**config.mk**
```make
export PLATFORM = sky130hd
export DESIGN_NAME = core_sequencer
export DESIGN_NICKNAME = d
export VERILOG_FILES = /design/src/rtl/core_sequencer.sv
export SDC_FILE = /design/constraint.sdc
export NUM_CORES = 1
export LEC_CHECK = 0
export BUFFER_PORTS_ARGS = -buffer_cell sky130_fd_sc_hd__buf_2
export CAP_MARGIN = 20
export CELL_PAD_IN_SITES_DETAIL_PLACEMENT = 0
export CELL_PAD_IN_SITES_GLOBAL_PLACEMENT = 1
export CORE_ASPECT_RATIO = 1.25
export CORE_MARGIN = 5
export CORE_UTILIZATION = 37
export CTS_BUF_LIST = sky130_fd_sc_hd__clkbuf_16
export DETAILED_ROUTE_END_ITERATION = 16
export GPL_TIMING_DRIVEN = 0
export PLACE_DENSITY_LB_ADDON = 0.1
export SYNTH_ARGS = -nofsm -noshare
export SYNTH_HDL_FRONTEND = slang
export SYNTH_SLANG_ARGS = --single-unit
```
**constraint.sdc**
```tcl
create_clock -name clk -period 2.3 [get_ports clk]
set_input_delay 0.46 -clock clk [delete_from_list [all_inputs] [get_ports clk]]
set_output_delay 0.46 -clock clk [all_outputs]
set_load 0.01 [all_outputs]
```
**src/rtl/core_sequencer.sv**
```systemverilog
// Multi-cycle fetch/decode/execute/writeback sequencer for the single-issue ALU datapath.
// Optional build macro SINGLE_STEP_EN adds a step input and a PAUSE state after each writeback.
module core_sequencer #(
  parameter int                   PC_WIDTH   = 8,
  parameter logic [PC_WIDTH-1:0]  RESET_PC   = '0,
  parameter int                   CNT_WIDTH  = 16,
  parameter logic [31:0]          HALT_INSTR = 32'h00000073
) (
  input  logic                 clk,
  input  logic                 rst,
  input  logic                 start,
`ifdef SINGLE_STEP_EN
  input  logic                 step,
`endif
  output logic                 imem_req,
  output logic [PC_WIDTH-1:0]  imem_addr,
  input  logic [31:0]          imem_rdata,
  input  logic                 imem_valid,
  output logic [31:0]          instr,
  input  logic                 dec_reg_write,
  output logic                 rf_we,
  output logic                 busy,
  output logic                 halted,
  output logic [PC_WIDTH-1:0]  pc,
  output logic [CNT_WIDTH-1:0] retired,
  output logic [2:0]           state
);

  localparam logic [2:0] S_IDLE      = 3'd0;
  localparam logic [2:0] S_FETCH     = 3'd1;
  localparam logic [2:0] S_DECODE    = 3'd2;
  localparam logic [2:0] S_EXECUTE   = 3'd3;
  localparam logic [2:0] S_WRITEBACK = 3'd4;
  localparam logic [2:0] S_HALT      = 3'd5;
`ifdef SINGLE_STEP_EN
  localparam logic [2:0] S_PAUSE     = 3'd6;
`endif

  logic [2:0]           state_reg;
  logic [2:0]           state_next;
  logic [PC_WIDTH-1:0]  pc_reg;
  logic [31:0]          instr_reg;
  logic [CNT_WIDTH-1:0] retired_reg;

  always_comb begin
    state_next = state_reg;
    case (state_reg)
      S_IDLE:      if (start) state_next = S_FETCH;
      S_FETCH:     if (imem_valid) state_next = S_DECODE;
      S_DECODE:    state_next = (instr_reg == HALT_INSTR) ? S_HALT : S_EXECUTE;
      S_EXECUTE:   state_next = S_WRITEBACK;
`ifdef SINGLE_STEP_EN
      S_WRITEBACK: state_next = S_PAUSE;
      S_PAUSE:     if (step) state_next = S_FETCH;
`else
      S_WRITEBACK: state_next = S_FETCH;
`endif
      S_HALT:      if (start) state_next = S_FETCH;
      default:     state_next = S_IDLE;
    endcase
  end

  always_ff @(posedge clk or posedge rst) begin
    if (rst) begin
      state_reg   <= S_IDLE;
      pc_reg      <= RESET_PC;
      instr_reg   <= 32'h00000000;
      retired_reg <= '0;
    end else begin
      state_reg <= state_next;
      if (state_reg == S_FETCH && imem_valid)
        instr_reg <= imem_rdata;
      if (state_reg == S_WRITEBACK) begin
        pc_reg <= pc_reg + PC_WIDTH'(4);
        // Counter saturates rather than wrapping.
        if (!(&retired_reg))
          retired_reg <= retired_reg + 1'b1;
      end
      // Restart from HALT rewinds the program but keeps the last instruction word.
      if (state_reg == S_HALT && start) begin
        pc_reg      <= RESET_PC;
        retired_reg <= '0;
      end
    end
  end

  assign imem_req  = (state_reg == S_FETCH);
  assign imem_addr = pc_reg;
  assign instr     = instr_reg;
  assign rf_we     = (state_reg == S_WRITEBACK) && dec_reg_write;
  assign busy      = (state_reg == S_FETCH) || (state_reg == S_DECODE) ||
                     (state_reg == S_EXECUTE) || (state_reg == S_WRITEBACK);
  assign halted    = (state_reg == S_HALT);
  assign pc        = pc_reg;
  assign retired   = retired_reg;
  assign state     = state_reg;

endmodule

```
# Yosys cells after proc, flatten, opt, wreduce, memory -nomap -nowiden
# Index checks and enable logic that the tools add are counted.
[op_classes] addsub=2 n_eq_ne=9 muxes=9 n_reduce_logical=12
[ops] cell="$mux W16" count=3
[ops] cell="$eq A32 B7 Y1 const B" count=1
[ops] cell="$add A16 B1 Y16 const B" count=1
[ops] cell="$mux W8" count=2
[ops] cell="$reduce_and A16 Y1" count=1
[ops] cell="$pmux W3 S5" count=1
[ops] cell="$mux W3" count=3
[ops] cell="$add A8 B3 Y8 const B" count=1
[ops] cell="$eq A3 B2 Y1 const B" count=2
[ops] cell="$eq A3 B3 Y1 const B" count=2
[ops] cell="$ne A2 B1 Y1 const B" count=3
[ops] cell="$reduce_and A2 Y1" count=2
[ops] cell="$eq A3 B1 Y1 const B" count=1
[ops] cell="$logic_and A1 B1 Y1" count=3
[ops] cell="$logic_not A3 Y1" count=1
[ops] cell="$logic_or A1 B1 Y1" count=3
[ops] cell="$reduce_bool A2 Y1" count=1
[ops] cell="$reduce_or A2 Y1" count=1
[totals] regBits=59 inputBits=37 out_inout_bits=71 wordCells=36

# Logic depth before layout (Yosys ltp)
# Gate-level depths: netlist (run 1).
[logic_depth] ltp_word=4 mapped_depth=6 mapped_depth_nobuf=5

# Least setup slack after synthesis (run 1)
# OpenSTA, ideal clock, no wires.
[synth_path] kind="reg2out" startpoint="reg state_reg[0], in the netlist state[0]" endpoint="out rf_we" arrival_time_ns=1.357 required_ns=1.840 slack_ns=0.483 path_stages_with_launch=4 path_buffers=1 path_cell_list="dfrtp_1 -> nor3b_2 -> clkbuf_1 -> and2_1"
[synth_via] elab_chain_len=2
[synth_rtl] element="start, declared" line="39" rtl="logic [2:0] state_reg;"
[synth_rtl] element="start signal, assigned" line="70" rtl="state_reg <= state_next;"
[synth_rtl] element="$eq A3 B3 Y1" line="90" rtl="assign rf_we = (state_reg == S_WRITEBACK) && dec_reg_write;"
[synth_rtl] element="$logic_and A1 B1 Y1" line="90"
[synth_rtl] element="end, declared" line="21" rtl="output logic rf_we,"
# Every way passes these cells.

# Worst setup path after layout (run 1)
[layout_path] startpoint="reg retired_reg[0], in the netlist retired[0]" endpoint="reg retired_reg[0], in the netlist retired[0]"
[layout_via] elab_chain_len=4 elab_cells_between_ends=7
[layout_rtl] element="start, declared" line="43" rtl="logic [CNT_WIDTH-1:0] retired_reg;"
[layout_rtl] element="start signal, assigned" line="77" rtl="retired_reg <= retired_reg + 1'b1;"
[layout_rtl] element="$add A16 B1 Y16" line="77"
[layout_rtl] element="$mux W16" line="76" rtl="if (!(&retired_reg))"
[layout_rtl] element="$mux W16" line="73" rtl="if (state_reg == S_WRITEBACK) begin"
[layout_rtl] element="$mux W16" line="80" rtl="if (state_reg == S_HALT && start) begin"
# Several ways; a longest one is shown, not always the timed one. The select of a mux whose other input is x is not followed.
# A chain may end at the register's enable or synchronous reset.

==> impl_results.md, run 1 <==
- Status: finished, final reports clean
- Fin nets: 405
- Worst min-delay path class: in2async
- Final min period: 2.047 ns
- TritonCTS clock tree: built
- Overall power: 0.005212 W
- CP Buf/Inv Count: 0
- TritonRoute pass-1 iters: 4
- Worst slew pin tran: around 0.55 ns
- Yosys warning count: 0
- Pin count of the biggest net entering global routing: 37
- Via count: 2,374
- Peak VDD IR: 0.6919 mV
- Die ar.: 9547 um2
- Slowest cell on crit path: a21oi_2
- Drt total wl: 7.385 mm
- Number of buffers created by CTS: 9
- Layout area overhead: 35.08%
- Clock skew: 0.005765 ns
- Starting Density: 0.3818
- Core Area: 7445 um2
- Gpl congestion: 0.7659
- RSZ-0062 raised after global routing: no
- Sequence of cells on the critical path: ha_1, and4_1, nand4_2, a21oi_2, mux2_2
- Grt total ovfl: 0
- Synth top area share: 0.5018
- Crit. Startpoint: retired[0]$_DFFE_PP0P_
- # hold bufs at CTS: 0
- Max FFs per register: 32
- Reg-to-Reg Start: retired[0]$_DFFE_PP0P_
- Critical path peak fanout: 10
- CP required: 2.56 ns
- CTS root buffer: clkbuf_16
- Clk sinks: 57
- Post-Synthesis Cells: about 250
- # fillers: 721
- Asr flop ratio synth: 1.000
- Final setup viols: 0
- Yosys reg bits: 57
- Worst Setup End Kind: flip-flop
- Slowest cell delay on critical path: 0.50 ns
- # diodes: 0
- Startpoint Class: flip-flop
- Max Cap Viol: 0
- FP Rows: 35
- Fraction of layout cells with a size suffix above 1: 0.4555
- Top_reg_cell synth: dfrtp_1
- Residual DRC: 0
- Power Dens Cells: 1357 nW/um2
- IO Pins: 108
- Top cells by area, synth: dfrtp_1, mux2_2, mux2_1
- Final count of hold timing violations: 0
- Cell taking the most area after synthesis: dfrtp_1
- Max-slew headroom: 0.6360
- Routed Antenna Nets: 0
- Wirelength per Cell: between 15 and 20 um
- H-tree depth: 3
- Port Buffer Count: 103
- Clk_lat worst skew: 0.32 ns
- DIE HEIGHT: ~110 um
- First-pass GRT wire length: 12.11 mm
- Die Wd: 88.40 um
- Max Buffers Root-to-Sink: 2
- CP delay by family, top: compound AO/OA/AOI/OAI gates
- Syn Area/Cell: 11.51 um2
- 1st-iter DRT viols: between 90 and 100
- Vias per cell: around 5
- Total GRT Usage: 0.1642
- Crit path DAT: 2.31 ns
- Cell variety after synth: 52
- Final slew viol count: 0
- Final period util: 0.8898
- Vias in the first global route: 2,414
- Initial antenna violation count: 0
- WS Path Type: reg2reg
- Clock-pin slew on the worst setup and hold paths: 0.05 ns
- Lkg Pwr: 1.876 nW
- WHS: 0.1688 ns
- F_max: 488.6 MHz
- Seq/Total Area, Yosys: 0.5018
- Synth Cell Area: 2843 um2
- DP Wirelength: roughly 5.4 mm
- Post-synth EDFFs: 0
-- layout make-up --
cell class | count | area [um2] | share of cell area
inverter | 5 | 18.77 | 0.004888
clock inverter | 7 | 95.09 | 0.02476
tap | 92 | 115.1 | 0.02998
buffer | 20 | 140.1 | 0.03649
clock buffer | 9 | 225.2 | 0.05865
multi-input combinational | 168 | 1276 | 0.3324
timing repair buffer | 105 | 543.0 | 0.1414
sequential | 57 | 1426 | 0.3715
-- timing repair --
item	4_1_cts	5_1_grt
resized for setup	2	0
setup buffers	1	0
setup endpoints to repair	1	0
-- kinds of logic after synthesis --
| logic type | Yosys count | synth area share |
|---|---|---|
| xor gates and xnor gates | 5 | 0.01540 |
| and+or+nand+nor | 91 | 0.1998 |
| adders and majority gates | 2 | 0.008801 |
| other | 1 | 0.001319 |
| buffers and inverters | 25 | 0.05546 |
| muxes | 35 | 0.1378 |
| AOI/OAI and AO/OA | 31 | 0.07967 |
| DFF | 57 | 0.5018 |
-- where the power goes --
part	total [W]	switching [W]	internal, W
sequential	0.00191	0.000467	0.00144
clock	0.00142	0.000478	0.000945
combinational	0.00188	0.000937	0.000946
-- metrics by stage --
step                        util  cells  setup TNS (ns)  worst slack (ns)  area (um2)
final                     0.5158    463               0            0.2534        3840
after floorplan                -    250               0            0.4404        2854
after detailed placement  0.4708    446               0           0.03305        3505
after global placement    0.4681    445          -24.84           -0.4394        3485
after CTS                 0.5158    463               0            0.2463        3840
after global routing      0.5158    463               0           0.09309        3840
-- Yosys cell counts, types with 2 or more instances --
| cell type | n |
|---|---|
| nand4_1 | 7 |
| ha_1 | 2 |
| and2_1 | 4 |
| buf_2 | 2 |
| a211o_1 | 3 |
| nor3_1 | 5 |
| nor4bb_1 | 2 |
| o21ai_0 | 5 |
| inv_1 | 5 |
| dfrtp_1 | 57 |
| mux2_2 | 17 |
| a221o_1 | 5 |
| nand2_1 | 13 |
| a31oi_1 | 5 |
| clkbuf_1 | 2 |
| buf_4 | 14 |
| and4_1 | 6 |
| and3_1 | 3 |
| nand4_4 | 2 |
| nand3_1 | 10 |
| xor2_1 | 4 |
| nor2_1 | 12 |
| nor4_1 | 13 |
| mux2i_1 | 2 |
| a21oi_1 | 5 |
| mux2_1 | 16 |
-- per-layer routing --
metal | share of wire | track usage | up-vias
met4 | 0.013 | 0.06048 | 0
met1 | 0.41 | 0.1918 | 1142
met2 | 0.50 | 0.2722 | 72
li1 | - | - | 1151
met5 | 0 | 0 | -
met3 | 0.084 | 0.06174 | 9
-- placed cells by master (no fill, tap or decap), types with 2 or more instances in the layout --
master / n
nand4_4: 2
buf_2: 105
mux2_1: 16
mux2i_1: 2
mux2_2: 17
xor2_1: 4
and3_1: 3
nand2_1: 13
nor2_1: 12
nor4_1: 13
clkbuf_2: 2
a21oi_1: 5
ha_1: 2
bufinv_16: 2
nor4bb_1: 2
clkbuf_16: 9
inv_1: 4
dfrtp_1: 57
a221o_1: 5
a211o_1: 3
a31oi_1: 5
clkinvlp_4: 3
buf_4: 15
conb_1: 4
and4_1: 6
nand4_1: 7
and2_1: 4
nor3_1: 5
o21ai_0: 5
nand3_1: 10
-- worst paths after layout --
kind,endpoint,slack (ns),depth (start not counted)
max,retired[0]$_DFFE_PP0P_,0.25,5
min,retired[6]$_DFFE_PP0P_,0.17,2
max reg2reg,retired[0]$_DFFE_PP0P_,0.25,5
min reg2reg,instr[20]$_DFFE_PP0P_,0.51,1
max in group asynchronous,instr[19]$_DFFE_PP0P_,1.55,3
min in group clk,instr[24]$_DFFE_PP0P_,0.35,2
Note: power is estimated with default switching activity, not from simulation.
==> run 2, diff against run 1 <==
--- a/config.mk
+++ b/config.mk
@@ -12,7 +12,6 @@
 export CORE_ASPECT_RATIO = 1.25
 export CORE_MARGIN = 5
 export CORE_UTILIZATION = 37
-export CTS_BUF_LIST = sky130_fd_sc_hd__clkbuf_16
 export DETAILED_ROUTE_END_ITERATION = 16
 export GPL_TIMING_DRIVEN = 0
 export PLACE_DENSITY_LB_ADDON = 0.1
==> run 2 against run 1 <==
Compared with the run above: flip-flop and latch count unchanged; critical endpoint is now rf_we; clock skew increased by 0.0024 ns; highest routed layer unchanged; global-route usage about the same.
==> impl_results.md, run 2 (synthesized netlist as in run 1, its figures left out) <==
- Core Area: 7445 um2
- Critical path peak fanout: 10
- # fillers: 740
- Sw Ratio: 0.3783
- Reg-to-Reg Start: retired[0]$_DFFE_PP0P_
- # hold bufs at CTS: 0
- F_max: 488.6 MHz
- CP required: 1.84 ns
- IO Pins: around 110
- WHS: 0.1467 ns
- Clock-pin slew on the worst setup and hold paths: about 0.070 ns
- Port Buffer Count: 103
- Layout area overhead: 31.87%
- Number of buffers created by CTS: 9
- Top sig layer: met4
- Final period util: 0.8899
- Final slew viol count: 0
- 1st-iter DRT viols: 61
- Drt total wl: 7.393 mm
- Die ar.: 9547 um2
- Placed cell count: 446
- DP Wirelength: 5.445 mm
- Setup tns final: 0 ns
- Reg2reg path depth: 5
- Pin count of the biggest net entering global routing: 37
- Wirelength per Cell: 15.97 um
- # diodes: 0
- Via count: 2,379
- Peak VDD IR: a little under 0.7 mV
- Net switching power figure: ~0.0018 W
- Critical Path Stages: 4
- TritonCTS clock tree: built
- Clk sinks: 57
- RSZ-0062 raised after global routing: no
- Worst r2r dst: retired[0]$_DFFE_PP0P_
- Fin nets: 405
- Worst Setup End Kind: output pin
- Final setup viols: 0
- CP delay by family, top: flip-flops
- Pint: slightly above 0.003 W
- Status: finished, final reports clean
- Max Buffers Root-to-Sink: 2
- Post-Layout Cell Count: 463
- Final count of hold timing violations: 0
- Fraction of layout cells with a size suffix above 1: 0.4582
- Met1 wire length: approximately 3.1 mm
- Utilization after layout: 0.5035
- Sequence of cells on the critical path: nor3b_4, clkbuf_2, and2_1, buf_2
- Grt total ovfl: 0
- CP Buf/Inv Count: 2
- Met3 WL post-DR: 613 um
- DIE HEIGHT: 108 um
- Sequential Power Share: 0.392
- CTS root buffer: clkbuf_8
- Crit path DAT: 1.59 ns
- Worst min-delay path class: in2async
- Gpl congestion: 0.7659
- Crit path capture: rf_we
- Max-slew headroom: 0.6396
- H-tree depth: 3
- First-pass GRT wire length: 12.16 mm
- Die Wd: 88.40 um
- Post-DP Area: 3505 um2
- Routed length on met2: around 3.6 mm
- Initial antenna violation count: 0
- Worst slew pin tran: 0.5406 ns
- Final min period: 2.047 ns
- Commonest non-fill, non-tap cell in the layout: buf_2
- Total GRT Usage: 0.1645
- Starting Density: 0.3818
- Slowest cell on crit path: dfrtp_1
- WS Path Type: reg2out
- Vias in the first global route: 2,414
- Slowest cell delay on critical path: 0.47 ns
- Comb power frac: 0.387
- Commonest non-fill, non-tap cells in the layout: buf_2, dfrtp_1, mux2_2
- Routed Antenna Nets: 0
- Reg2reg setup slack: 0.26 ns
- Lkg Pwr: between 1.5 and 2 nW
- Clock network power share: 0.221
- Power Dens Cells: 1297 nW/um2
- Clock skew: 0.008168 ns
- Max Cap Viol: 0
- Startpoint Class: flip-flop
- Clk_lat worst skew: between 0.3 and 0.4 ns
- TritonRoute pass-1 iters: 4
- Residual DRC: 0
- Max FFs per register: 32
- Final instance area: between 3000 and 4000 um2
- Crit. Startpoint: state[1]$_DFFE_PP0P_
- Vias per cell: 5.138
- FP Rows: 35
==> run 2: layout make-up <==
type                       instances  area, um2  share of cell area
sequential                        57       1426              0.3805
multi-input combinational        168       1276              0.3405
timing repair buffer             105      543.0              0.1449
buffer                            20      140.1             0.03738
clock buffer                      10      137.6             0.03672
tap                               92      115.1             0.03071
clock inverter                     6      91.34             0.02437
inverter                           5      18.77            0.005007
==> run 2: power groups by stage <==
stage / Clock (W) / Sequential [W] / Combinational, W
final: 0.00108 / 0.00191 / 0.00188
after global routing: 0.00115 / 0.00199 / 0.00208
after CTS: 0.00111 / 0.00191 / 0.00192
after detailed placement: 0 / 0.00192 / 0.00191
after global placement: 0 / 0.00190 / 0.00189
after floorplan: 0 / 0.00203 / 0.000953
==> run 2: repair_timing <==
action	in CTS	in global routing
setup endpoints to repair	1	0
buffers inserted	1	0
resized for setup	2	0
==> run 2: worst min path at each step <==
| stage | slack, ns | from | endpoint | cells after the start |
|---|---|---|---|---|
| after floorplan | 0.54 | instr[5]$_DFFE_PP0P_ | instr[5]$_DFFE_PP0P_ | 1 |
| after global placement | 0.49 | instr[8]$_DFFE_PP0P_ | instr[8]$_DFFE_PP0P_ | 1 |
| after detailed placement | 0.50 | instr[21]$_DFFE_PP0P_ | instr[21]$_DFFE_PP0P_ | 1 |
| after CTS | 0.14 | rst | instr[13]$_DFFE_PP0P_ | 2 |
| after global routing | 0.18 | rst | instr[13]$_DFFE_PP0P_ | 2 |
| final | 0.15 | rst | retired[6]$_DFFE_PP0P_ | 2 |
==> run 2: metrics by stage <==
step / setup slack [ns] / total power [W]
detailed placement: 0.03305 / 0.003829
global route: 0.08900 / 0.005215
floorplan: 0.4404 / 0.002987
global placement: -0.4394 / 0.003790
finish: 0.2533 / 0.004863
CTS: 0.2422 / 0.004945
==> run 2: routing by layer <==
layer  GRT usage  vias up
li1            -     1154
met1      0.1952     1139
met2      0.2727       76
met3     0.05945       10
met4     0.05724        0
met5           0        -
==> run 3, diff against run 2 <==
--- a/config.mk
+++ b/config.mk
@@ -15,6 +15,7 @@
 export DETAILED_ROUTE_END_ITERATION = 16
 export GPL_TIMING_DRIVEN = 0
 export PLACE_DENSITY_LB_ADDON = 0.1
+export REMOVE_ABC_BUFFERS = 1
 export SYNTH_ARGS = -nofsm -noshare
 export SYNTH_HDL_FRONTEND = slang
 export SYNTH_SLANG_ARGS = --single-unit
==> constraint.sdc (replaced) <==
create_clock -name clk -period 2.1 [get_ports clk]
set_input_delay 0.42 -clock clk [delete_from_list [all_inputs] [get_ports clk]]
set_output_delay 0.42 -clock clk [all_outputs]
set_load 0.01 [all_outputs]
==> run 3 against run 2 <==
Compared with the run above: flip-flop and latch count did not move; global-route usage fell by 0.95 points; combinational power barely moved; clock power fell by 15%; cell count fell by 4.1%; sequential power rose by 9.9%; worst hold slack improved by 0.040 ns; die area did not move; via count fell by 3.8%; first-iteration DRC count rose by 36%; register-to-register slack got worse by 0.099 ns; clock-buffer cell count did not move.
==> impl_results.md, run 3 (synthesized netlist as in run 1, its figures left out) <==
- Overall power: 0.004925 W
- Clk sinks: 57
- Worst setup margin: 0.1608 ns
- CP required: 2.31 ns
- Starting Density: 0.3818
- Final setup viols: 0
- Initial antenna violation count: 0
- Final count of hold timing violations: 0
- 1st-iter DRT viols: between 80 and 90
- Pin count of the biggest net entering global routing: 33
- Routed Antenna Nets: 0
- H-tree depth: 3
- Clock-pin slew on the worst setup and hold paths: about 0.070 ns
- Sequence of cells on the critical path: ha_1, and4_1, and4_2, nor2_4, a221o_2
- Via count: 2,289
- Crit path DAT: approximately 2.1 ns
- Core Area: 7445 um2
- Post-DP Area: 3367 um2
- Vias per cell: between 5 and 6
- F_max: 515.7 MHz
- First-pass GRT wire length: 11.63 mm
- Reg-to-Reg Start: retired[0]$_DFFE_PP0P_
- Final min period: 1.939 ns
- Wirelength per Cell: 15.55 um
- Reg2reg path depth: 5
- Vias in the first global route: 2,402
- TritonRoute pass-1 iters: 4
- Crit. Startpoint: retired[0]$_DFFE_PP0P_
- Slowest cell delay on critical path: 0.43 ns
- Number of buffers created by CTS: 9
- Reg2reg setup slack: between 0.15 and 0.2 ns
- RSZ-0062 raised after global routing: no
- Worst r2r dst: retired[5]$_DFFE_PP0P_
- TritonCTS clock tree: built
- Commonest non-fill, non-tap cell in the layout: buf_2
- Max Buffers Root-to-Sink: 2
- Final instance area: roughly 3600 um2
- Top sig layer: met4
- Max Cap Viol: 0
- CTS root buffer: clkbuf_8
- Final period util: 0.9234
- CP Buf/Inv Count: 0
- Status: finished, final reports clean
- Met3 WL post-DR: between 600 and 700 um
- Residual DRC: 0
- Lkg Pwr: 1.722 nW
- Die Wd: 88.40 um
- Worst Setup End Kind: flip-flop
- Die ar.: 9547 um2
- Commonest non-fill, non-tap cells in the layout: buf_2, dfrtp_1, mux2_2
- Fin nets: 386
- IO Pins: 108
- Drt total wl: between 6 and 7 mm
- Critical path peak fanout: 8
- Gpl congestion: 0.7647
- Startpoint Class: flip-flop
- FP Rows: 35
- Fraction of layout cells with a size suffix above 1: 0.4460
- Slowest cell on crit path: dfrtp_2
- CP delay by family, top: simple AND/OR/NAND/NOR gates
- Utilization after layout: 0.4822
- Layout area overhead: 26.28%
- Pre-CTS setup slack: -0.3987 ns
- Power Dens Cells: 1372 nW/um2
- Worst slew pin tran: 0.6853 ns
- Max FFs per register: 32
- Critical Path Stages: 5
- Grt total ovfl: 0
- Clk_lat worst skew: 0.33 ns
- Total GRT Usage: 0.1550
- Max-slew headroom: 0.5424
- Clock skew: 0.01010 ns
- Worst min-delay path class: in2async
- Routed length on met2: 3.270 mm
- # diodes: 0
- DIE HEIGHT: 108 um
- DP Wirelength: 5.132 mm
- Met1 wire length: slightly below 3 mm
- Port Buffer Count: 103
- WS Path Type: reg2reg
- Final slew viol count: 0
- Peak VDD IR: 0.7467 mV
- Crit path capture: retired[5]$_DFFE_PP0P_
## run 3: cell types whose count changed in the layout (fill, tap and decap cells not counted), sizes merged
cell      previous run  this run
buf                122       106
bufinv               2         0
clkbuf              13        10
clkinv               1         2
clkinvlp             3         4
## run 3: stage by stage
stage,setup TNS (ns),std cells,hold WS [ns]
after floorplan,-5.607,230,0.5410
after global placement,-58.90,425,0.4838
after detailed placement,-4.903,426,0.4965
after CTS,0,444,0.1972
after global routing,0,444,0.2463
final,0,444,0.1866
## run 3: worst min path at each step
stage                         startpoint                        to  cells after the start
floorplan           instr[5]$_DFFE_PP0P_      instr[5]$_DFFE_PP0P_                      1
CTS                                  rst      state[1]$_DFFE_PP0P_                      2
global route                         rst  imem_addr[4]$_DFFE_PP0P_                      2
detailed placement  instr[6]$_DFFE_PP0P_      instr[6]$_DFFE_PP0P_                      1
finish                               rst  imem_addr[4]$_DFFE_PP0P_                      2
global placement    instr[6]$_DFFE_PP0P_      instr[6]$_DFFE_PP0P_                      1
## run 3: area by class of cell
| type | instances | area [um2] |
|---|---|---|
| Fill cell | 739 | 3855 |
| Sequential cell | 57 | 1429 |
| Multi-Input combinational cell | 168 | 1295 |
| Timing Repair Buffer | 106 | 550.5 |
| Clock buffer | 10 | 137.6 |
| Tap cell | 92 | 115.1 |
| Clock inverter | 6 | 43.79 |
| Inverter | 5 | 18.77 |
## run 3: power breakdown
part,internal (W),switching [W]
Combinational,0.000941,0.000968
Sequential,0.00158,0.000526
Clock,0.000458,0.000455
Total,0.00298,0.00195
## run 3: repair_timing
action                                  CTS  global route
hold buffers                              0             0
buffers inserted                          2             0
resized for setup                         3             5
pin swaps                                 0             1
gates cloned                              0             0
endpoints found under the setup margin   44            38
## run 3: layer usage
layer,GRT usage,up-vias
met1,0.1980,1088
met4,0.04212,0
met3,0.06326,6
li1,-,1120
met2,0.2422,75
met5,0,-
